**src/rtl/ps2_keyboard_rx_pkg.sv**
```systemverilog
// Shared constants, FSM state type and scan-code mapping for the PS/2 keyboard receiver.
package ps2_keyboard_rx_pkg;

   localparam logic [7:0] PS2_PREFIX_EXT = 8'hE0;
   localparam logic [7:0] PS2_PREFIX_BRK = 8'hF0;

   localparam logic [7:0] PS2_SC_UP    = 8'h75;
   localparam logic [7:0] PS2_SC_DOWN  = 8'h72;
   localparam logic [7:0] PS2_SC_LEFT  = 8'h6B;
   localparam logic [7:0] PS2_SC_RIGHT = 8'h74;

   localparam logic [7:0] KEY_UP    = 8'h80;
   localparam logic [7:0] KEY_DOWN  = 8'h81;
   localparam logic [7:0] KEY_LEFT  = 8'h82;
   localparam logic [7:0] KEY_RIGHT = 8'h83;

   typedef enum logic [1:0] {ST_IDLE, ST_DATA, ST_PARITY, ST_STOP} ps2_state_t;

   typedef struct packed {
      logic       hit;
      logic [7:0] code;
   } key_map_t;

   // Extended set only knows the four arrows; plain set passes 0x01..0x7F through.
   function automatic key_map_t map_scan(input logic ext, input logic [7:0] sc);
      key_map_t m;
      m.hit  = 1'b0;
      m.code = 8'h00;
      if (ext) begin
         case (sc)
            PS2_SC_UP:    begin m.hit = 1'b1; m.code = KEY_UP;    end
            PS2_SC_DOWN:  begin m.hit = 1'b1; m.code = KEY_DOWN;  end
            PS2_SC_LEFT:  begin m.hit = 1'b1; m.code = KEY_LEFT;  end
            PS2_SC_RIGHT: begin m.hit = 1'b1; m.code = KEY_RIGHT; end
            default:      m.hit = 1'b0;
         endcase
      end else if (sc != 8'h00 && !sc[7]) begin
         m.hit  = 1'b1;
         m.code = sc;
      end
      return m;
   endfunction

endpackage

```
**src/rtl/ps2_keyboard_rx_if.sv**
```systemverilog
// PS/2 line inputs and decoded key outputs of the keyboard receiver.
interface ps2_keyboard_rx_if;
   logic       ps2_clk;
   logic       ps2_data;
   logic [7:0] keypress_data;
   logic       frame_error;

   modport master (output ps2_clk, ps2_data, input keypress_data, frame_error);
   modport slave  (input ps2_clk, ps2_data, output keypress_data, frame_error);
endinterface

```
**src/rtl/ps2_frame_rx.sv**
```systemverilog
// PS/2 line front end: synchronizers, clock glitch filter, 11-bit frame FSM and frame timeout.
module ps2_frame_rx
   import ps2_keyboard_rx_pkg::*;
#(
   parameter int FILTER_LEN     = 8,
   parameter int TIMEOUT_CYCLES = 50000
) (
   input  logic       i_clk,
   input  logic       i_rst,
   input  logic       i_ps2_clk,
   input  logic       i_ps2_data,
   output logic [7:0] o_byte,
   output logic       o_byte_valid,
   output logic       o_frame_error,
   output logic       o_timeout
);

   localparam int FW = $clog2(FILTER_LEN + 1);
   localparam int TW = $clog2(TIMEOUT_CYCLES + 1);

   logic [1:0]    r_clk_sync, r_dat_sync;
   logic [FW-1:0] r_flt_cnt;
   logic          r_clk_flt, r_clk_flt_d;
   ps2_state_t    r_state;
   logic [7:0]    r_shift;
   logic [2:0]    r_bit_cnt;
   logic          r_parity;
   logic [TW-1:0] r_to_cnt;
   logic          r_byte_valid, r_frame_error, r_timeout;

   logic w_clk_s, w_dat_s, w_fall, w_frame_ok;
   assign w_clk_s    = r_clk_sync[1];
   assign w_dat_s    = r_dat_sync[1];
   assign w_fall     = r_clk_flt_d & ~r_clk_flt;
   assign w_frame_ok = (^{r_shift, r_parity}) & w_dat_s;

   always_ff @(posedge i_clk or posedge i_rst) begin
      if (i_rst) begin
         r_clk_sync <= 2'b11;
         r_dat_sync <= 2'b11;
      end else begin
         r_clk_sync <= {r_clk_sync[0], i_ps2_clk};
         r_dat_sync <= {r_dat_sync[0], i_ps2_data};
      end
   end

   // Level only flips after FILTER_LEN consecutive samples disagree with it.
   always_ff @(posedge i_clk or posedge i_rst) begin
      if (i_rst) begin
         r_flt_cnt   <= '0;
         r_clk_flt   <= 1'b1;
         r_clk_flt_d <= 1'b1;
      end else begin
         r_clk_flt_d <= r_clk_flt;
         if (w_clk_s == r_clk_flt) begin
            r_flt_cnt <= '0;
         end else if (r_flt_cnt == FW'(FILTER_LEN - 1)) begin
            r_clk_flt <= w_clk_s;
            r_flt_cnt <= '0;
         end else begin
            r_flt_cnt <= r_flt_cnt + 1'b1;
         end
      end
   end

   always_ff @(posedge i_clk or posedge i_rst) begin
      if (i_rst) begin
         r_state       <= ST_IDLE;
         r_shift       <= '0;
         r_bit_cnt     <= '0;
         r_parity      <= 1'b0;
         r_to_cnt      <= '0;
         r_byte_valid  <= 1'b0;
         r_frame_error <= 1'b0;
         r_timeout     <= 1'b0;
      end else begin
         r_byte_valid  <= 1'b0;
         r_frame_error <= 1'b0;
         r_timeout     <= 1'b0;
         if (w_fall) begin
            r_to_cnt <= '0;
            case (r_state)
               ST_IDLE: if (!w_dat_s) begin
                  r_state   <= ST_DATA;
                  r_bit_cnt <= '0;
               end
               ST_DATA: begin
                  r_shift   <= {w_dat_s, r_shift[7:1]};
                  r_bit_cnt <= r_bit_cnt + 3'd1;
                  if (r_bit_cnt == 3'd7) r_state <= ST_PARITY;
               end
               ST_PARITY: begin
                  r_parity <= w_dat_s;
                  r_state  <= ST_STOP;
               end
               ST_STOP: begin
                  r_state       <= ST_IDLE;
                  r_byte_valid  <= w_frame_ok;
                  r_frame_error <= ~w_frame_ok;
               end
               default: r_state <= ST_IDLE;
            endcase
         end else if (r_state == ST_IDLE) begin
            r_to_cnt <= '0;
         end else if (r_to_cnt == TW'(TIMEOUT_CYCLES - 1)) begin
            // Keyboard went quiet mid-frame: drop the partial byte.
            r_state       <= ST_IDLE;
            r_bit_cnt     <= '0;
            r_to_cnt      <= '0;
            r_frame_error <= 1'b1;
            r_timeout     <= 1'b1;
         end else begin
            r_to_cnt <= r_to_cnt + 1'b1;
         end
      end
   end

   assign o_byte        = r_shift;
   assign o_byte_valid  = r_byte_valid;
   assign o_frame_error = r_frame_error;
   assign o_timeout     = r_timeout;

endmodule

```
**src/rtl/ps2_keyboard_rx.sv**
```systemverilog
// PS/2 keyboard receiver: frame front end plus make/break decode into the held key code.
module ps2_keyboard_rx
   import ps2_keyboard_rx_pkg::*;
#(
   parameter int FILTER_LEN     = 8,
   parameter int TIMEOUT_CYCLES = 50000
) (
   input  logic              onboard_clock,
   input  logic              reset,
   ps2_keyboard_rx_if.slave  ps2
);

   logic [7:0] w_byte;
   logic       w_byte_valid, w_frame_error, w_timeout;
   key_map_t   w_map;

   logic       r_ext, r_brk;
   logic [7:0] r_key;

   ps2_frame_rx #(
      .FILTER_LEN     (FILTER_LEN),
      .TIMEOUT_CYCLES (TIMEOUT_CYCLES)
   ) u_frame (
      .i_clk         (onboard_clock),
      .i_rst         (reset),
      .i_ps2_clk     (ps2.ps2_clk),
      .i_ps2_data    (ps2.ps2_data),
      .o_byte        (w_byte),
      .o_byte_valid  (w_byte_valid),
      .o_frame_error (w_frame_error),
      .o_timeout     (w_timeout)
   );

   assign w_map = map_scan(r_ext, w_byte);

   // Prefixes only arm flags; any other byte consumes them whether or not it maps.
   always_ff @(posedge onboard_clock or posedge reset) begin
      if (reset) begin
         r_ext <= 1'b0;
         r_brk <= 1'b0;
         r_key <= 8'h00;
      end else if (w_timeout) begin
         r_ext <= 1'b0;
         r_brk <= 1'b0;
      end else if (w_byte_valid) begin
         if (w_byte == PS2_PREFIX_EXT) begin
            r_ext <= 1'b1;
         end else if (w_byte == PS2_PREFIX_BRK) begin
            r_brk <= 1'b1;
         end else begin
            r_ext <= 1'b0;
            r_brk <= 1'b0;
            if (w_map.hit) begin
               if (!r_brk)                   r_key <= w_map.code;
               else if (r_key == w_map.code) r_key <= 8'h00;
            end
         end
      end
   end

   assign ps2.keypress_data = r_key;
   assign ps2.frame_error   = w_frame_error;

endmodule
```
**src/flat_wrapper.sv**
```systemverilog
// flat-port wrapper written by rule: the top's interface ports become plain ports
module ps2_keyboard_rx_flat import ps2_keyboard_rx_pkg::*;
#(
   parameter int FILTER_LEN     = 8,
   parameter int TIMEOUT_CYCLES = 50000
)
  (onboard_clock, reset, ps2_ps2_clk, ps2_ps2_data, ps2_keypress_data, ps2_frame_error);
  ps2_keyboard_rx_if ps2_i ();
  input  logic onboard_clock;
  input  logic reset;
  input wire logic [$bits(ps2_i.ps2_clk)-1:0] ps2_ps2_clk;
  input wire logic [$bits(ps2_i.ps2_data)-1:0] ps2_ps2_data;
  output wire logic [$bits(ps2_i.keypress_data)-1:0] ps2_keypress_data;
  output wire logic [$bits(ps2_i.frame_error)-1:0] ps2_frame_error;
  assign ps2_i.ps2_clk = ps2_ps2_clk;
  assign ps2_i.ps2_data = ps2_ps2_data;
  assign ps2_keypress_data = ps2_i.keypress_data;
  assign ps2_frame_error = ps2_i.frame_error;
  ps2_keyboard_rx #(.FILTER_LEN(FILTER_LEN), .TIMEOUT_CYCLES(TIMEOUT_CYCLES)) u_core (.onboard_clock(onboard_clock), .reset(reset), .ps2(ps2_i));
endmodule
```
**config.mk**
```make
export PLATFORM = sky130hd
export DESIGN_NAME = ps2_keyboard_rx_flat
export DESIGN_NICKNAME = d
export VERILOG_FILES = /design/src/rtl/ps2_keyboard_rx_pkg.sv /design/src/rtl/ps2_keyboard_rx_if.sv /design/src/rtl/ps2_frame_rx.sv /design/src/rtl/ps2_keyboard_rx.sv /design/src/flat_wrapper.sv
export SDC_FILE = /design/constraint.sdc
export NUM_CORES = 1
export LEC_CHECK = 0
export CORE_AREA = 2 2 70 72
export CTS_CLUSTER_DIAMETER = 60
export DETAILED_ROUTE_END_ITERATION = 10
export DIE_AREA = 0 0 72 74
export HOLD_SLACK_MARGIN = 0.12
export MAX_ROUTING_LAYER = met4
export PLACE_DENSITY_LB_ADDON = 0.15
export SETUP_SLACK_MARGIN = 0.3
export SLEW_MARGIN = 10
export SYNTH_ARGS = -nofsm -noshare
export SYNTH_HDL_FRONTEND = slang
export SYNTH_HIERARCHICAL = 1
export SYNTH_SLANG_ARGS = --single-unit
```
**constraint.sdc**
```tcl
create_clock -name onboard_clock -period 3.7 [get_ports onboard_clock]
set_input_delay 0.74 -clock onboard_clock [delete_from_list [all_inputs] [get_ports onboard_clock]]
set_output_delay 0.74 -clock onboard_clock [all_outputs]
set_load 0.005 [all_outputs]
```
==> results of run 1 <==
## per-stage QoR
step | total power [W] | setup slack [ps] | utilization | hold WS [ps] | cells
after floorplan | 0.000804 | 1710 | - | 345 | 280
after global placement | 0.000825 | 1510 | 0.652 | 346 | 338
after detailed placement | 0.000831 | 1480 | 0.652 | 348 | 338
after CTS | 0.00123 | 1470 | 0.678 | 362 | 346
after global routing | 0.00128 | 1280 | 0.678 | 364 | 346
final | 0.00122 | 1490 | 0.678 | 360 | 346
## cells in the final DEF, fill, tap and decap left out, drive strengths merged, types with 8 or more instances in the layout
cell type and instances:
a21oi 9, clkdlybuf4s50 12, dfrtp 47, ha 8
inv 10, mux2 13, nand2 20, nand3 11
nor2 42, nor3 9, o21ai 9, xnor2 15
## routing by layer
layer / track usage / part of all wire / vias up
li1: - / - / 998
met1: 0.280 / 0.47 / 968
met2: 0.361 / 0.49 / 33
met3: 0.0407 / 0.027 / 9
met4: 0.0650 / 0.015 / 0
met5: - / 0 / -
## flip-flops by register name, summed over array words and instances, names as in the netlist
register,cells
u_core/u_frame/r_to_cnt,16
u_core/u_frame/o_timeout,1
u_core/ps2.keypress_data,8
u_core/r_brk,1
u_core/r_ext,1
u_core/u_frame/r_dat_sync,2
u_core/u_frame/r_state,2
u_core/u_frame/r_clk_sync,2
u_core/u_frame/r_clk_flt_d,1
u_core/u_frame/o_frame_error,1
u_core/u_frame/o_byte_valid,1
u_core/u_frame/o_byte,8
u_core/u_frame/r_clk_flt,1
u_core/u_frame/r_parity,1
u_core/u_frame/r_flt_cnt,4
u_core/u_frame/r_bit_cnt,3
## kinds of logic after synthesis
kind of cell             after synthesis  share of synthesized area
AO/OA/AOI/OAI                         37                     0.0865
flip-flops                            53                      0.466
XOR/XNOR                              22                     0.0769
adder cells (fa/ha/maj)                8                     0.0349
buffers and inverters                 20                     0.0362
AND/OR/NAND/NOR                      122                      0.229
multiplexers                          18                     0.0712
## final timing paths
check	from	slack, ps	cells past startpoint	to
setup reg to reg	u_core/r_ext	1490	6	u_core/ps2.keypress_data[7]
hold / removal	u_core/u_frame/r_dat_sync[0]	360	0	u_core/u_frame/r_dat_sync[1]
min in group asynchronous	reset	740	2	u_core/ps2.keypress_data[5]
setup / recovery	u_core/r_ext	1490	6	u_core/ps2.keypress_data[7]
max in group asynchronous	reset	2070	3	u_core/u_frame/r_dat_sync[1]
hold reg to reg	u_core/u_frame/r_dat_sync[0]	360	0	u_core/u_frame/r_dat_sync[1]
## area by class of cell
type                       count  area (um^2)
clock inverter                 2         37.5
inverter                      11         41.3
multi-input combinational    207         1430
clock buffer                   6         82.6
tap                           54         67.6
fill                         359         1480
sequential                    53         1330
timing repair buffer          13          128
## power by group
group	internal (W)	switching (W)	leakage (nW)
logic	0.0000652	0.0000991	0.588
registers	0.000620	0.0000355	0.717
clock network	0.000220	0.000177	0.0574
total	0.000905	0.000312	1.36
==> report_table.html, run 1 <==
<table>
<tr><th>Metric</th><th>Value</th></tr>
<tr><th colspan="2">Yosys</th></tr>
<tr><td>Area of the mapped netlist</td><td>roughly 2900 um^2</td></tr>
<tr><td>Flip-flop and latch count after synthesis</td><td>53</td></tr>
<tr><td>Count of flip-flops with a built-in enable after synthesis</td><td>0</td></tr>
<tr><td>Post-Synthesis Mean Instance Area</td><td>roughly 10 um^2</td></tr>
<tr><td>Post-Syn Nets</td><td>292</td></tr>
<tr><td>Async set-reset flop share out of synthesis</td><td>1.00</td></tr>
<tr><td>Cell with the most instances after synthesis</td><td>sky130_fd_sc_hd__dfrtp_1</td></tr>
<tr><td>Cells after synthesis</td><td>280</td></tr>
<tr><td>Area fraction of the dominant cell type after synthesis</td><td>0.410</td></tr>
<tr><td>Cell accounting for the most synthesized area</td><td>sky130_fd_sc_hd__dfrtp_1</td></tr>
<tr><td>Top post-synthesis cells by count</td><td>sky130_fd_sc_hd__dfrtp_1, sky130_fd_sc_hd__nor2_1, sky130_fd_sc_hd__nand2_1</td></tr>
<tr><td>Share of the yosys chip area belonging to registers</td><td>0.466</td></tr>
<tr><td>Top area cells in the synthesized netlist</td><td>sky130_fd_sc_hd__dfrtp_1, sky130_fd_sc_hd__dfstp_2, sky130_fd_sc_hd__nor2_1, sky130_fd_sc_hd__xnor2_1, sky130_fd_sc_hd__mux2_2</td></tr>
<tr><td>Prevailing post-synth register cell</td><td>sky130_fd_sc_hd__dfrtp_1</td></tr>
<tr><td>Count of distinct cell types in the synthesized netlist</td><td>54</td></tr>
<tr><td>Yosys warnings</td><td>6</td></tr>
<tr><th colspan="2">Power and ir drop</th></tr>
<tr><td>Power density over cell area</td><td>between 300 and 400 nW/um^2</td></tr>
<tr><td>Highest ir drop seen on vdd</td><td>0.333 mV</td></tr>
<tr><td>Leakage power total</td><td>1.36 nW</td></tr>
<tr><th colspan="2">Timing</th></tr>
<tr><td>Min Tclk post-route</td><td>approximately 2200 ps</td></tr>
<tr><td>Unrepaired setup endpoints after global routing</td><td>false</td></tr>
<tr><td>Setup violators final</td><td>0</td></tr>
<tr><td>Hold Fails Final Rpt</td><td>0</td></tr>
<tr><td>Final count of pins violating max slew</td><td>0</td></tr>
<tr><td>Max-Slew Margin vs Limit</td><td>0.373</td></tr>
<tr><td>Slew at the pin closest to its max-slew limit</td><td>around 940 ps</td></tr>
<tr><td>Clock tree skew after final layout</td><td>between 3 and 4 ps</td></tr>
<tr><td>FMAX</td><td>452 MHz</td></tr>
<tr><td>Total Negative Setup Slacks</td><td>0 ps</td></tr>
<tr><td>Final Cycle Share</td><td>0.598</td></tr>
<tr><th colspan="2">Die</th></tr>
<tr><td>Die X</td><td>between 70 and 80 um</td></tr>
<tr><td>Boundary pin count</td><td>13</td></tr>
<tr><td>Starting density of the core</td><td>0.623</td></tr>
<tr><td>Height of the chip</td><td>about 74 um</td></tr>
<tr><td>Core Area</td><td>about 4600 um^2</td></tr>
<tr><td>Standard-cell row count</td><td>25</td></tr>
<tr><td>Area of the die</td><td>approximately 5300 um^2</td></tr>
<tr><th colspan="2">Detailed routing</th></tr>
<tr><td>Antenna Nets Post-Route</td><td>0</td></tr>
<tr><td>Number of vias per cell</td><td>~5.8</td></tr>
<tr><td>Remaining DRCs</td><td>0</td></tr>
<tr><td>Iteration-0 DRC count of the detailed router</td><td>about 120</td></tr>
<tr><td>First-pass iteration count of the detailed router</td><td>5</td></tr>
<tr><td>Per-cell routed wire length</td><td>~14 um</td></tr>
<tr><td>Final wirelength</td><td>4910 um</td></tr>
<tr><td>Total vias in the final route</td><td>about 2000</td></tr>
<tr><th colspan="2">Clocking</th></tr>
<tr><td>Quantity of gates resized following cts</td><td>0</td></tr>
<tr><td>Worst-Skew Late Latency</td><td>300 ps</td></tr>
<tr><td>Master cell of the clock root buffer</td><td>sky130_fd_sc_hd__clkbuf_8</td></tr>
<tr><td>Postcts setup bufs</td><td>0</td></tr>
<tr><td>Clock-pin slew on the worst setup and hold paths</td><td>around 90 ps</td></tr>
<tr><td>H-tree lvl count</td><td>2</td></tr>
<tr><td>Hold bufs inserted after CTS</td><td>0</td></tr>
<tr><td>Sinks on the clock net</td><td>53</td></tr>
<tr><td>Inserted Clock Buffers</td><td>5</td></tr>
<tr><td>Clock tree from TritonCTS</td><td>built</td></tr>
<tr><td>Max Buffers Root-to-Sink</td><td>2</td></tr>
<tr><th colspan="2">Run</th></tr>
<tr><td>Number of violations of the max-capacitance limit</td><td>0</td></tr>
<tr><th colspan="2">Setup path</th></tr>
<tr><td>Critical path start-end classification</td><td>reg -&gt; reg</td></tr>
<tr><td>Cell-by-cell trace of the critical path</td><td>nor2_4 -&gt; nand2_1 -&gt; a221o_1 -&gt; nor4b_1 -&gt; o2111a_2 -&gt; nor2_1</td></tr>
<tr><td>Largest fanout on the critical path</td><td>15</td></tr>
<tr><td>Endpoint class of the critical path</td><td>flip-flop</td></tr>
<tr><td>Buffering stage count on the worst path with inverters included</td><td>0</td></tr>
<tr><td>Worst-path cell with the longest stage delay</td><td>sky130_fd_sc_hd__dfrtp_1</td></tr>
<tr><td>Critical path launch point type</td><td>flip-flop</td></tr>
<tr><td>Data required time at the worst endpoint</td><td>~3900 ps</td></tr>
<tr><td>Delay contributed by the slowest stage of the critical path</td><td>about 560 ps</td></tr>
<tr><td>Worst path arrival time</td><td>about 2400 ps</td></tr>
<tr><td>Cell family contributing the most delay on the critical path</td><td>simple AND/OR/NAND/NOR gates</td></tr>
<tr><th colspan="2">Global route</th></tr>
<tr><td>Vias in the first global route</td><td>1958</td></tr>
<tr><td>First-pass GRT wire length</td><td>between 8000 and 9000 um</td></tr>
<tr><td>Initial antenna violation count</td><td>0</td></tr>
<tr><td>Global-route usage over all layers</td><td>0.219</td></tr>
<tr><td>Total congestion overflow after global routing</td><td>0</td></tr>
<tr><td>Largest net degree at the start of global routing</td><td>28</td></tr>
<tr><th colspan="2">Placement</th></tr>
<tr><td>Number of buffers inserted by port buffering</td><td>12</td></tr>
<tr><td>Cell Area, Placed</td><td>between 2000 and 3000 um^2</td></tr>
<tr><td>Final HPWL from detailed placement</td><td>~3600 um</td></tr>
<tr><td>RD Place Congestion</td><td>0.926</td></tr>
<tr><th colspan="2">Layout</th></tr>
<tr><td>Antenna cell count</td><td>0</td></tr>
<tr><td>Final-stage net count</td><td>between 300 and 400</td></tr>
<tr><td>Non-Filler Cell Area, Final</td><td>between 3000 and 4000 um^2</td></tr>
<tr><td>Area growth from synthesis to layout</td><td>8.82%</td></tr>
<tr><td>Ratio of cells with drive above 1 in the final layout</td><td>0.120</td></tr>
<tr><th colspan="2">Status</th></tr>
<tr><td>Run status</td><td>completed</td></tr>
<tr><th colspan="2">Min path</th></tr>
<tr><td>Type of the most critical hold path</td><td>reg -&gt; reg</td></tr>
</table>
Power figures use the tool's default switching activity.
==> run 2: changes to the inputs <==
--- a/config.mk
+++ b/config.mk
@@ -5,10 +5,10 @@
 export SDC_FILE = /design/constraint.sdc
 export NUM_CORES = 1
 export LEC_CHECK = 0
-export CORE_AREA = 2 2 70 72
+export CORE_AREA = 2 2 76 78
 export CTS_CLUSTER_DIAMETER = 60
 export DETAILED_ROUTE_END_ITERATION = 10
-export DIE_AREA = 0 0 72 74
+export DIE_AREA = 0 0 78 80
 export HOLD_SLACK_MARGIN = 0.12
 export MAX_ROUTING_LAYER = met4
 export PLACE_DENSITY_LB_ADDON = 0.15
==> constraint.sdc (replaced) <==
create_clock -name onboard_clock -period 1.8 [get_ports onboard_clock]
set_input_delay 0.36 -clock onboard_clock [delete_from_list [all_inputs] [get_ports onboard_clock]]
set_output_delay 0.36 -clock onboard_clock [all_outputs]
set_load 0.005 [all_outputs]
==> run 2 against run 1 <==
  * The run now ends with negative setup slack left
  * Power up 110%
  * Via count up 14%
  * Cell count up 24%
  * Global-route usage down 0.87 points
  * Worst setup slack worse by 1700 ps
  * Worst hold slack worse by 4.2 ps
  * Sequential share of layout area down 7.6 points
  * First-iteration DRC count down 22%
  * Clock-buffer cell count unchanged
  * Routed wire length up 20%
  * Critical path type unchanged
  * Largest cell class unchanged
==> report_table.html, run 2 (same netlist as run 1, synthesis figures left out) <==
<table>
<tr><th>Metric</th><th>Value</th></tr>
<tr><th colspan="2">Layout</th></tr>
<tr><td>Most frequent cells in the layout</td><td>sky130_fd_sc_hd__buf_4, sky130_fd_sc_hd__dfrtp_1, sky130_fd_sc_hd__nor2_1 (was sky130_fd_sc_hd__dfrtp_1, sky130_fd_sc_hd__nor2_1, sky130_fd_sc_hd__nand2_1)</td></tr>
<tr><td>Top register by number of flip-flops</td><td>u_core/u_frame/r_to_cnt (unchanged)</td></tr>
<tr><td>Number of flip-flops under the largest register name</td><td>16 (unchanged)</td></tr>
<tr><td>Ratio of cells with drive above 1 in the final layout</td><td>0.368 (was 0.120)</td></tr>
<tr><td>Combined area of the multi-input logic cells</td><td>1570 um^2 (was 1430 um^2)</td></tr>
<tr><td>Filler cell count in the final layout</td><td>429 (was 359)</td></tr>
<tr><td>Area growth from synthesis to layout</td><td>32.6% (was 8.82%)</td></tr>
<tr><td>Register area</td><td>1340 um^2 (was 1330 um^2)</td></tr>
<tr><td>Final-stage net count</td><td>367 (was 303)</td></tr>
<tr><td>Most common library cell in the layout ignoring fill and taps</td><td>sky130_fd_sc_hd__buf_4 (was sky130_fd_sc_hd__dfrtp_1)</td></tr>
<tr><td>Antenna cell count</td><td>0 (unchanged)</td></tr>
<tr><th colspan="2">Power and ir drop</th></tr>
<tr><td>Part of the total power dissipated in sequential elements</td><td>0.532 (was 0.539)</td></tr>
<tr><td>Power density over cell area</td><td>661 nW/um^2 (was 390 nW/um^2)</td></tr>
<tr><td>Switching Share</td><td>0.285 (was 0.256)</td></tr>
<tr><td>Highest ir drop seen on vdd</td><td>0.559 mV (was 0.333 mV)</td></tr>
<tr><td>Net Switching</td><td>0.000716 W (was 0.000312 W)</td></tr>
<tr><td>Leakage power total</td><td>1.76 nW (was 1.36 nW)</td></tr>
<tr><td>Internal power contribution</td><td>0.00180 W (was 0.000905 W)</td></tr>
<tr><td>Combinational share of power</td><td>0.211 (was 0.135)</td></tr>
<tr><td>Clock group share of total power</td><td>0.257 (was 0.326)</td></tr>
<tr><th colspan="2">Die</th></tr>
<tr><td>Core Area</td><td>5410 um^2 (was 4600 um^2)</td></tr>
<tr><td>Boundary pin count</td><td>13 (unchanged)</td></tr>
<tr><td>Height of the chip</td><td>80 um (was 74 um)</td></tr>
<tr><td>Area of the die</td><td>6240 um^2 (was 5330 um^2)</td></tr>
<tr><td>Standard-cell row count</td><td>27 (was 25)</td></tr>
<tr><td>Starting density of the core</td><td>0.530 (was 0.623)</td></tr>
<tr><td>Die X</td><td>78 um (was 72 um)</td></tr>
<tr><th colspan="2">Detailed routing</th></tr>
<tr><td>Total vias in the final route</td><td>2297 (was 2008)</td></tr>
<tr><td>Per-cell routed wire length</td><td>13.7 um (was 14.2 um)</td></tr>
<tr><td>Number of vias per cell</td><td>5.37 (was 5.80)</td></tr>
<tr><td>Remaining DRCs</td><td>0 (unchanged)</td></tr>
<tr><td>Iteration-0 DRC count of the detailed router</td><td>97 (was 124)</td></tr>
<tr><td>Final wirelength</td><td>5880 um (was 4910 um)</td></tr>
<tr><td>First-pass iteration count of the detailed router</td><td>4 (was 5)</td></tr>
<tr><td>Antenna Nets Post-Route</td><td>0 (unchanged)</td></tr>
<tr><th colspan="2">Setup path</th></tr>
<tr><td>Data required time at the worst endpoint</td><td>2040 ps (was 3880 ps)</td></tr>
<tr><td>Critical path launch point type</td><td>flip-flop (unchanged)</td></tr>
<tr><td>Critical path origin</td><td>u_core/u_frame/o_byte[0] (was u_core/r_ext)</td></tr>
<tr><td>Largest fanout on the critical path</td><td>4 (was 15)</td></tr>
<tr><td>Endpoint class of the critical path</td><td>flip-flop (unchanged)</td></tr>
<tr><td>Start of the worst register-to-register path</td><td>u_core/u_frame/o_byte[0] (was u_core/r_ext)</td></tr>
<tr><td>Critical path start-end classification</td><td>reg -&gt; reg (unchanged)</td></tr>
<tr><td>Worst path arrival time</td><td>2220 ps (was 2400 ps)</td></tr>
<tr><th colspan="2">Clocking</th></tr>
<tr><td>Clock-pin slew on the worst setup and hold paths</td><td>90 ps (about the same)</td></tr>
<tr><td>Clock tree from TritonCTS</td><td>built (unchanged)</td></tr>
<tr><td>H-tree lvl count</td><td>2 (unchanged)</td></tr>
<tr><td>Inserted Clock Buffers</td><td>5 (unchanged)</td></tr>
<tr><td>Sinks on the clock net</td><td>53 (unchanged)</td></tr>
<tr><td>Max Buffers Root-to-Sink</td><td>2 (unchanged)</td></tr>
<tr><td>Master cell of the clock root buffer</td><td>sky130_fd_sc_hd__clkbuf_8 (unchanged)</td></tr>
<tr><td>Worst-Skew Late Latency</td><td>300 ps (about the same)</td></tr>
<tr><td>Hold bufs inserted after CTS</td><td>0 (unchanged)</td></tr>
<tr><th colspan="2">Global route</th></tr>
<tr><td>Largest net degree at the start of global routing</td><td>18 (was 28)</td></tr>
<tr><td>Total congestion overflow after global routing</td><td>0 (unchanged)</td></tr>
<tr><td>Global-route usage over all layers</td><td>0.211 (was 0.219)</td></tr>
<tr><td>Vias in the first global route</td><td>2279 (was 1958)</td></tr>
<tr><td>Initial antenna violation count</td><td>0 (unchanged)</td></tr>
<tr><td>First-pass GRT wire length</td><td>10100 um (was 8910 um)</td></tr>
<tr><th colspan="2">Timing</th></tr>
<tr><td>Final Cycle Share</td><td>1.10 (was 0.598)</td></tr>
<tr><td>Hold Fails Final Rpt</td><td>0 (unchanged)</td></tr>
<tr><td>Worst hold slack</td><td>355 ps (was 360 ps)</td></tr>
<tr><td>Max-Slew Margin vs Limit</td><td>0.622 (was 0.373)</td></tr>
<tr><td>FMAX</td><td>503 MHz (was 452 MHz)</td></tr>
<tr><td>Setup violators final</td><td>28 (was 0)</td></tr>
<tr><td>Clock tree skew after final layout</td><td>6.35 ps (was 3.74 ps)</td></tr>
<tr><td>Slew at the pin closest to its max-slew limit</td><td>563 ps (was 935 ps)</td></tr>
<tr><td>Min Tclk post-route</td><td>1990 ps (was 2210 ps)</td></tr>
<tr><td>Total Negative Setup Slacks</td><td>-1810 ps (was 0 ps)</td></tr>
<tr><td>Final count of pins violating max slew</td><td>0 (unchanged)</td></tr>
<tr><td>Unrepaired setup endpoints after global routing</td><td>true (was false)</td></tr>
<tr><td>Post-route worst setup slack</td><td>-187 ps (was 1490 ps)</td></tr>
<tr><th colspan="2">Status</th></tr>
<tr><td>Run status</td><td>complete, but fails checks (was completed)</td></tr>
<tr><td>Violations in the final reports</td><td>negative setup slack</td></tr>
<tr><th colspan="2">Min path</th></tr>
<tr><td>Type of the most critical hold path</td><td>reg -&gt; reg (unchanged)</td></tr>
<tr><td>Worst min-delay path startpoint</td><td>u_core/u_frame/r_dat_sync[0] (unchanged)</td></tr>
<tr><th colspan="2">Run</th></tr>
<tr><td>Number of violations of the max-capacitance limit</td><td>0 (unchanged)</td></tr>
<tr><th colspan="2">Placement</th></tr>
<tr><td>RD Place Congestion</td><td>0.885 (was 0.926)</td></tr>
<tr><td>Number of buffers inserted by port buffering</td><td>12 (unchanged)</td></tr>
<tr><td>Final HPWL from detailed placement</td><td>4210 um (was 3610 um)</td></tr>
</table>
## run 2: cell count changes in the layout (fill, tap and decap cells not counted), sizes merged
cell	change
dlygate4sd2	+9
buf	+64
bufinv	-1
clkinvlp	+1
clkdlybuf4s50	-9
## run 2: path summary, 6_finish.rpt
check                                               end  slack, ps  depth (start not counted)
setup / recovery            u_core/ps2.keypress_data[5]       -190                          7
hold / removal             u_core/u_frame/r_dat_sync[1]        360                          0
setup reg to reg            u_core/ps2.keypress_data[5]       -190                          7
hold reg to reg            u_core/u_frame/r_dat_sync[1]        360                          0
max in group asynchronous  u_core/u_frame/r_dat_sync[0]        910                          3
min in group asynchronous                  u_core/r_brk        370                          2
## run 2: layer usage
layer  wire, um  part of all wire  vias to the layer above  track usage
met5          0                 0                        -            -
met4         62             0.011                        0       0.0544
met3        128             0.022                        6       0.0373
met2       3170              0.54                       26        0.384
met1       2520              0.43                     1140        0.241
li1           -                 -                     1125            -
## run 2: final cells by class
class | count | share of cell area
clock inverter | 2 | 0.00395
sequential | 53 | 0.352
timing repair buffer | 77 | 0.177
tap | 72 | 0.0237
clock buffer | 6 | 0.0191
multi-input combinational | 207 | 0.413
inverter | 11 | 0.0109
## run 2: power by group through the flow
stage	Sequential (W)	Clock [W]	Combinational (W)
6_report	0.00134	0.000646	0.000530
5_1_grt	0.00134	0.000716	0.000590
4_1_cts	0.00133	0.000679	0.000496
3_5_place_dp	0.00136	0	0.000432
3_3_place_gp	0.00135	0	0.000420
2_1_floorplan	0.00134	0	0.000325
## run 2: what timing repair did
item	4_1_cts	5_1_grt
setup endpoints to repair	41	40
buffers inserted	10	3
gates resized for setup	30	26
gates cloned	1	0
pin swaps	21	8
## run 2: through the flow
step	setup slack (ps)	utilization	power (W)	instance area, um^2	cells
after floorplan	-121	-	0.00167	2890	280
after global placement	-130	0.637	0.00177	3440	406
after detailed placement	-177	0.637	0.00179	3440	406
after CTS	-189	0.680	0.00251	3680	425
after global routing	-259	0.703	0.00265	3800	428
final	-187	0.703	0.00251	3800	428
## run 2: worst max-delay path: stages (launching register included)
cell and delay, ps:
sky130_fd_sc_hd__dfrtp_1 410, sky130_fd_sc_hd__or3b_1 390, sky130_fd_sc_hd__a21oi_1 140, sky130_fd_sc_hd__o21ai_1 100, sky130_fd_sc_hd__a211o_1 350, sky130_fd_sc_hd__buf_12 160
sky130_fd_sc_hd__mux2_4 290, sky130_fd_sc_hd__nor2_2 70
==> edit 1, RTL diff (flow settings as in run 1) <==
The 4 states of `ps2_state_t` get a Gray code encoding in 2 bits.
--- a/src/rtl/ps2_keyboard_rx_pkg.sv
+++ b/src/rtl/ps2_keyboard_rx_pkg.sv
@@ -14,7 +14,7 @@
    localparam logic [7:0] KEY_LEFT  = 8'h82;
    localparam logic [7:0] KEY_RIGHT = 8'h83;
 
-   typedef enum logic [1:0] {ST_IDLE, ST_DATA, ST_PARITY, ST_STOP} ps2_state_t;
+   typedef enum logic [1:0] {ST_IDLE = 2'b00, ST_DATA = 2'b01, ST_PARITY = 2'b11, ST_STOP = 2'b10} ps2_state_t;
 
    typedef struct packed {
       logic       hit;
Function: same outputs for any inputs over 10 cycles, from zero or initial values and one cycle with reset high; not proved beyond that.
==> edit 1 against run 1 <==
Clock skew up 0.0019 ns; sequential cell count unchanged; routed wire length up 1.2%; critical path type unchanged; synthesized area up 1.2%; hold slack worse by 0.00090 ns; total power up 11%; count of clock-buffer cells in the layout up 1; worst setup slack worse by 0.11 ns; maximum frequency down 4.5%; cell area down 0.64%.
==> edit 1: results (changes against run 1) <==
| Metric | Value |
|---|---|
| Maximum VDD drop | 0.329 mV (was 0.333 mV) |
| Startpoint types | flip-flop (unchanged) |
| Async set-reset flop share out of synthesis | 100% (unchanged) |
| PostCTS Resize Cnt | 0 (unchanged) |
| Max reg flops | 16 (unchanged) |
| Initial antenna violation count | 0 (unchanged) |
| Routed WL | 4970 µm (was 4910 µm) |
| Synth Net Count | 286 (was 292) |
| Max stage delay on crit path | 0.63 ns (was 0.56 ns) |
| Worst hold path type | reg -> reg (unchanged) |
| CTS root buf | clkbuf_8 (unchanged) |
| CP Max Fanout | 11 (was 15) |
| Post-Synth Adder-Cell Area | 1.73% (was 3.49%) |
| Xor and xnor area share after synthesis | 7.72% (was 7.69%) |
| LEAKAGE | 1.32 nW (was 1.36 nW) |
| Synth Area in Compound Gates | 9.58% (was 8.65%) |
| First-pass GRT wire length | 8790 µm (was 8910 µm) |
| Pre-antenna DRT Iters | 4 (was 5) |
| Worst slack at placement | 1.43 ns (was 1.48 ns) |
| Seq/Total Area, Yosys | 46.0% (was 46.6%) |
| GRT Overall Usage | 21.7% (was 21.9%) |
| CP delay by family, top | simple AND/OR/NAND/NOR gates (unchanged) |
| Vias in the first global route | 1880 (was 1958) |
| Reg with most FFs | u_core/u_frame/r_to_cnt (unchanged) |
| Synth cell types | 59 (was 54) |
| Initial DRC Count | 127 (was 124) |
| H-tree levels | 2 (unchanged) |
| Total CTS buffers | 5 (unchanged) |
| Syn_area_per_cell | 10.4 µm² (was 10.2 µm²) |
| HP Start | u_core/u_frame/r_clk_sync[0] (was u_core/u_frame/r_dat_sync[0]) |
| DR vias/cell | 5.84 (was 5.80) |
| Synth cell count leaders | dfrtp_1, nor2_1, nand2_1 (unchanged) |
| Postcts setup bufs | 0 (unchanged) |
| Largest net degree at the start of global routing | 30 (was 28) |
| Ant. Diodes | 0 (unchanged) |
| # port buffers | 12 (unchanged) |
| Synth area leader | dfrtp_1 (unchanged) |
| Yosys warns | 6 (unchanged) |
| Later-pin clock latency in the skew report | 0.30 ns (about the same) |
| Status | finished clean (unchanged) |
| Routability Congestion | 0.859 (was 0.926) |
| Slew @ Worst Pin | 0.974 ns (was 0.935 ns) |
| Clk_skew | 0.00561 ns (was 0.00374 ns) |
| Mux share of post-synthesis cell area | 6.30% (was 7.12%) |
| Nets | 295 (was 303) |
| Clock transition at the registers of the reported paths | 0.09 ns (about the same) |
| Share of cells above drive strength 1 | 15.6% (was 12.0%) |
| Slowest-stage cell, CP | nor2_1 (was dfrtp_1) |
| Hpwl dp | 3470 µm (was 3610 µm) |
| Critical R2R Launch | u_core/u_frame/r_clk_flt_d (was u_core/r_ext) |
| Max Buffers Root-to-Sink | 2 (unchanged) |
| R2R cell count | 4 (was 6) |
| Synth area leaders | dfrtp_1, dfstp_2, xnor2_1, mux2_2, nor2_4 (was dfrtp_1, dfstp_2, nor2_1, xnor2_1, mux2_2) |
| Hold Crit Depth | 0 (unchanged) |
==> edit 1: cell types whose count changed in the layout (fill, tap and decap cells not counted), moves of 3 or more <==
cell,delta
nor2_1,-13
ha_1,-4
nor2_4,+8
xnor2_1,+3
==> edit 1: kinds of logic after synthesis <==
kind of cell | count (synthesis)
simple gates | 119
flops | 53
compound gates | 41
xor+xnor | 24
buf+inv | 21
mux | 16
fa+ha+maj | 4
==> edit 1: final timing paths <==
path | end | slack, ns
max | u_core/u_frame/o_byte[3] | 1.38
min | u_core/u_frame/r_clk_sync[1] | 0.36
max reg2reg | u_core/u_frame/o_byte[3] | 1.38
min reg2reg | u_core/u_frame/r_clk_sync[1] | 0.36
max in group asynchronous | u_core/u_frame/o_timeout | 2.13
min in group asynchronous | u_core/r_brk | 0.76
==> edit 1: final cells by class <==
| class | instances | area, µm² |
|---|---|---|
| Inverter | 10 | 37.5 |
| Tap cell | 54 | 67.6 |
| Multi-Input combinational cell | 204 | 1440 |
| Timing Repair Buffer | 13 | 128 |
| Clock buffer | 7 | 86.3 |
| Sequential cell | 53 | 1330 |
| Fill cell | 368 | 1500 |
| Clock inverter | 1 | 7.51 |
==> edit 1: power breakdown <==
part | switching [W] | internal (W) | total (W)
sequential | 0.0000662 | 0.000643 | 0.000709
clock | 0.000176 | 0.000152 | 0.000328
combinational | 0.000187 | 0.000126 | 0.000313
total | 0.000429 | 0.000921 | 0.00135
==> edit 1: stage by stage <==
stage               area (µm²)  utilization (%)  std cells
detailed placement        3000             65.3        334
global placement          3000             65.3        334
floorplan                 2900                -        278
CTS                       3100             67.4        342
finish                    3100             67.4        342
global route              3100             67.4        342
==> edit 1: metal layers <==
layer  track usage, %  part of all wire (%)  vias up
li1                 -                     -      995
met2             33.2                    48       27
met1             29.6                    47      967
met4             6.50                   1.6        0
met5                -                     0        -
met3             4.47                   2.8        9
==> edit 2, RTL diff (config.mk and constraints of run 1) <==
Without the edit above. `FILTER_LEN` is set to 8 in 3 places; all go to 16.
--- a/src/rtl/ps2_frame_rx.sv
+++ b/src/rtl/ps2_frame_rx.sv
@@ -2,7 +2,7 @@
 module ps2_frame_rx
    import ps2_keyboard_rx_pkg::*;
 #(
-   parameter int FILTER_LEN     = 8,
+   parameter int FILTER_LEN     = 16,
    parameter int TIMEOUT_CYCLES = 50000
 ) (
    input  logic       i_clk,
--- a/src/rtl/ps2_keyboard_rx.sv
+++ b/src/rtl/ps2_keyboard_rx.sv
@@ -2,7 +2,7 @@
 module ps2_keyboard_rx
    import ps2_keyboard_rx_pkg::*;
 #(
-   parameter int FILTER_LEN     = 8,
+   parameter int FILTER_LEN     = 16,
    parameter int TIMEOUT_CYCLES = 50000
 ) (
    input  logic              onboard_clock,
--- a/src/flat_wrapper.sv
+++ b/src/flat_wrapper.sv
@@ -1,7 +1,7 @@
 // flat-port wrapper written by rule: the top's interface ports become plain ports
 module ps2_keyboard_rx_flat import ps2_keyboard_rx_pkg::*;
 #(
-   parameter int FILTER_LEN     = 8,
+   parameter int FILTER_LEN     = 16,
    parameter int TIMEOUT_CYCLES = 50000
 )
   (onboard_clock, reset, ps2_ps2_clk, ps2_ps2_data, ps2_keypress_data, ps2_frame_error);
Formal check against the unedited RTL: same outputs for any inputs over 10 cycles, from zero or initial values and one cycle with reset high; that may be too few to reach the edited logic, so the function may still have changed.
==> edit 2 against run 1 <==
Sequential cell count increased by 1; cell area up 1.8%; hold slack better by 0.00075 ns; worst setup slack improved by 0.0012 ns; critical endpoint is now u_core/ps2.keypress_data[6]; routed wire length increased by 6.5%; sequential share of layout area about the same; global-route usage grew 1.2 points; via count up 2.5%; synthesized area rose by 2.3%; utilization is 1.2 points higher.
Power is not compared: it rests on default switching activity, and its combinational part moved more than twofold at a synthesized area within 25%.
==> edit 2: results (changes against run 1) <==
| Metric | Value |
|---|---|
| Status | finished clean (unchanged) |
| Initial DRC Count | 120 (was 124) |
| Routed wl met3 | 126 µm (was 135 µm) |
| Largest net degree at the start of global routing | 31 (was 28) |
| GRT Overall Usage | 23.1% (was 21.9%) |
| M1 GR Usage | 31.1% (was 28.0%) |
| Hpwl dp | 3720 µm (was 3610 µm) |
| Met2 Wirelength | 2550 µm (was 2400 µm) |
| Met1 wire length | 2510 µm (was 2300 µm) |
| Post-Synth Adder-Cell Area | 3.41% (was 3.49%) |
| Ant. Diodes | 0 (unchanged) |
| Share of cells above drive strength 1 | 12.4% (was 12.0%) |
| Synth cell count leaders | dfrtp_1, nor2_1, nand2_1 (unchanged) |
| First-pass GRT wire length | 9290 µm (was 8910 µm) |
| Synth cell types | 59 (was 54) |
| Mux share of post-synthesis cell area | 5.80% (was 7.12%) |
| Routed len/inst | 14.8 µm (was 14.2 µm) |
| Xor and xnor area share after synthesis | 8.15% (was 7.69%) |
| GR Util met3 | 3.25% (was 4.07%) |
| Reg-to-Reg End | u_core/ps2.keypress_data[6] (was u_core/ps2.keypress_data[7]) |
| Worst reg2reg setup slack | 1.49 ns (about the same) |
| Clk_skew | 0.00396 ns (was 0.00374 ns) |
| Seq/Total Area, Yosys | 46.4% (was 46.6%) |
| Synth area leaders | dfrtp_1, dfstp_2, nor2_1, xnor2_1, ha_1 (was dfrtp_1, dfstp_2, nor2_1, xnor2_1, mux2_2) |
| Synth Net Count | 298 (was 292) |
| CTS root buf | clkbuf_8 (unchanged) |
| Routed WL | 5230 µm (was 4910 µm) |
| Arrival @ worst endpoint | 2.45 ns (was 2.40 ns) |
| Synth area leader | dfrtp_1 (unchanged) |
| Routability Congestion | 0.844 (was 0.926) |
| Slew @ Worst Pin | 0.616 ns (was 0.935 ns) |
| Placed Instances | 345 (was 338) |
| Vias | 2059 (was 2008) |
| Pre-antenna DRT Iters | 4 (was 5) |
| Syn_area_per_cell | 10.3 µm² (was 10.2 µm²) |
| Critical R2R Launch | u_core/u_frame/o_byte[4] (was u_core/r_ext) |
| Total CTS buffers | 5 (unchanged) |
| Synth Area in Compound Gates | 9.05% (was 8.65%) |
-- edit 2: how the worst max path moves through the flow --
stage                                   from                     endpoint  depth (start not counted)
finish              u_core/u_frame/o_byte[4]  u_core/ps2.keypress_data[6]                          6
CTS                 u_core/u_frame/o_byte[0]  u_core/ps2.keypress_data[7]                          6
floorplan           u_core/u_frame/o_byte[3]  u_core/ps2.keypress_data[5]                          8
detailed placement  u_core/u_frame/o_byte[0]  u_core/ps2.keypress_data[7]                          6
global route        u_core/u_frame/o_byte[4]  u_core/ps2.keypress_data[3]                          6
global placement    u_core/u_frame/o_byte[4]  u_core/ps2.keypress_data[6]                          6
-- edit 2: layout make-up --
cell class                      count  area [µm²]
Inverter                           13        48.8
Clock inverter                      1        30.0
Tap cell                           54        67.6
Timing Repair Buffer               13         128
Multi-Input combinational cell    211        1470
Sequential cell                    54        1360
Fill cell                         337        1420
Clock buffer                        7        76.3
-- edit 2: stage by stage --
stage	setup WS, ns	cell area, µm²	hold slack [ns]
final	1.49	3170	0.360
after floorplan	1.71	2930	0.345
after global placement	1.54	3070	0.346
after detailed placement	1.51	3070	0.349
after CTS	1.49	3170	0.363
after global routing	1.32	3170	0.363
-- edit 2: report_power, final --
group | total, W | internal [W] | switching (W)
registers | 0.000600 | 0.000597 | 0.00000328
clock network | 0.000383 | 0.000203 | 0.000180
logic | 0.0000232 | 0.00000706 | 0.0000161
total | 0.00101 | 0.000806 | 0.000200
-- edit 2: critical path, stage by stage, from the launching register on --
cell,delay (ns)
dfrtp_1,0.56
or3b_1,0.38
a21oi_1,0.16
o21ai_1,0.13
a211o_1,0.48
mux2_4,0.36
nor2_2,0.08
-- edit 2: logic make-up after synthesis --
logic type      after synthesis
xor+xnor                     24
flops                        54
simple gates                125
compound gates               39
mux                          15
buf+inv                      21
fa+ha+maj                     8
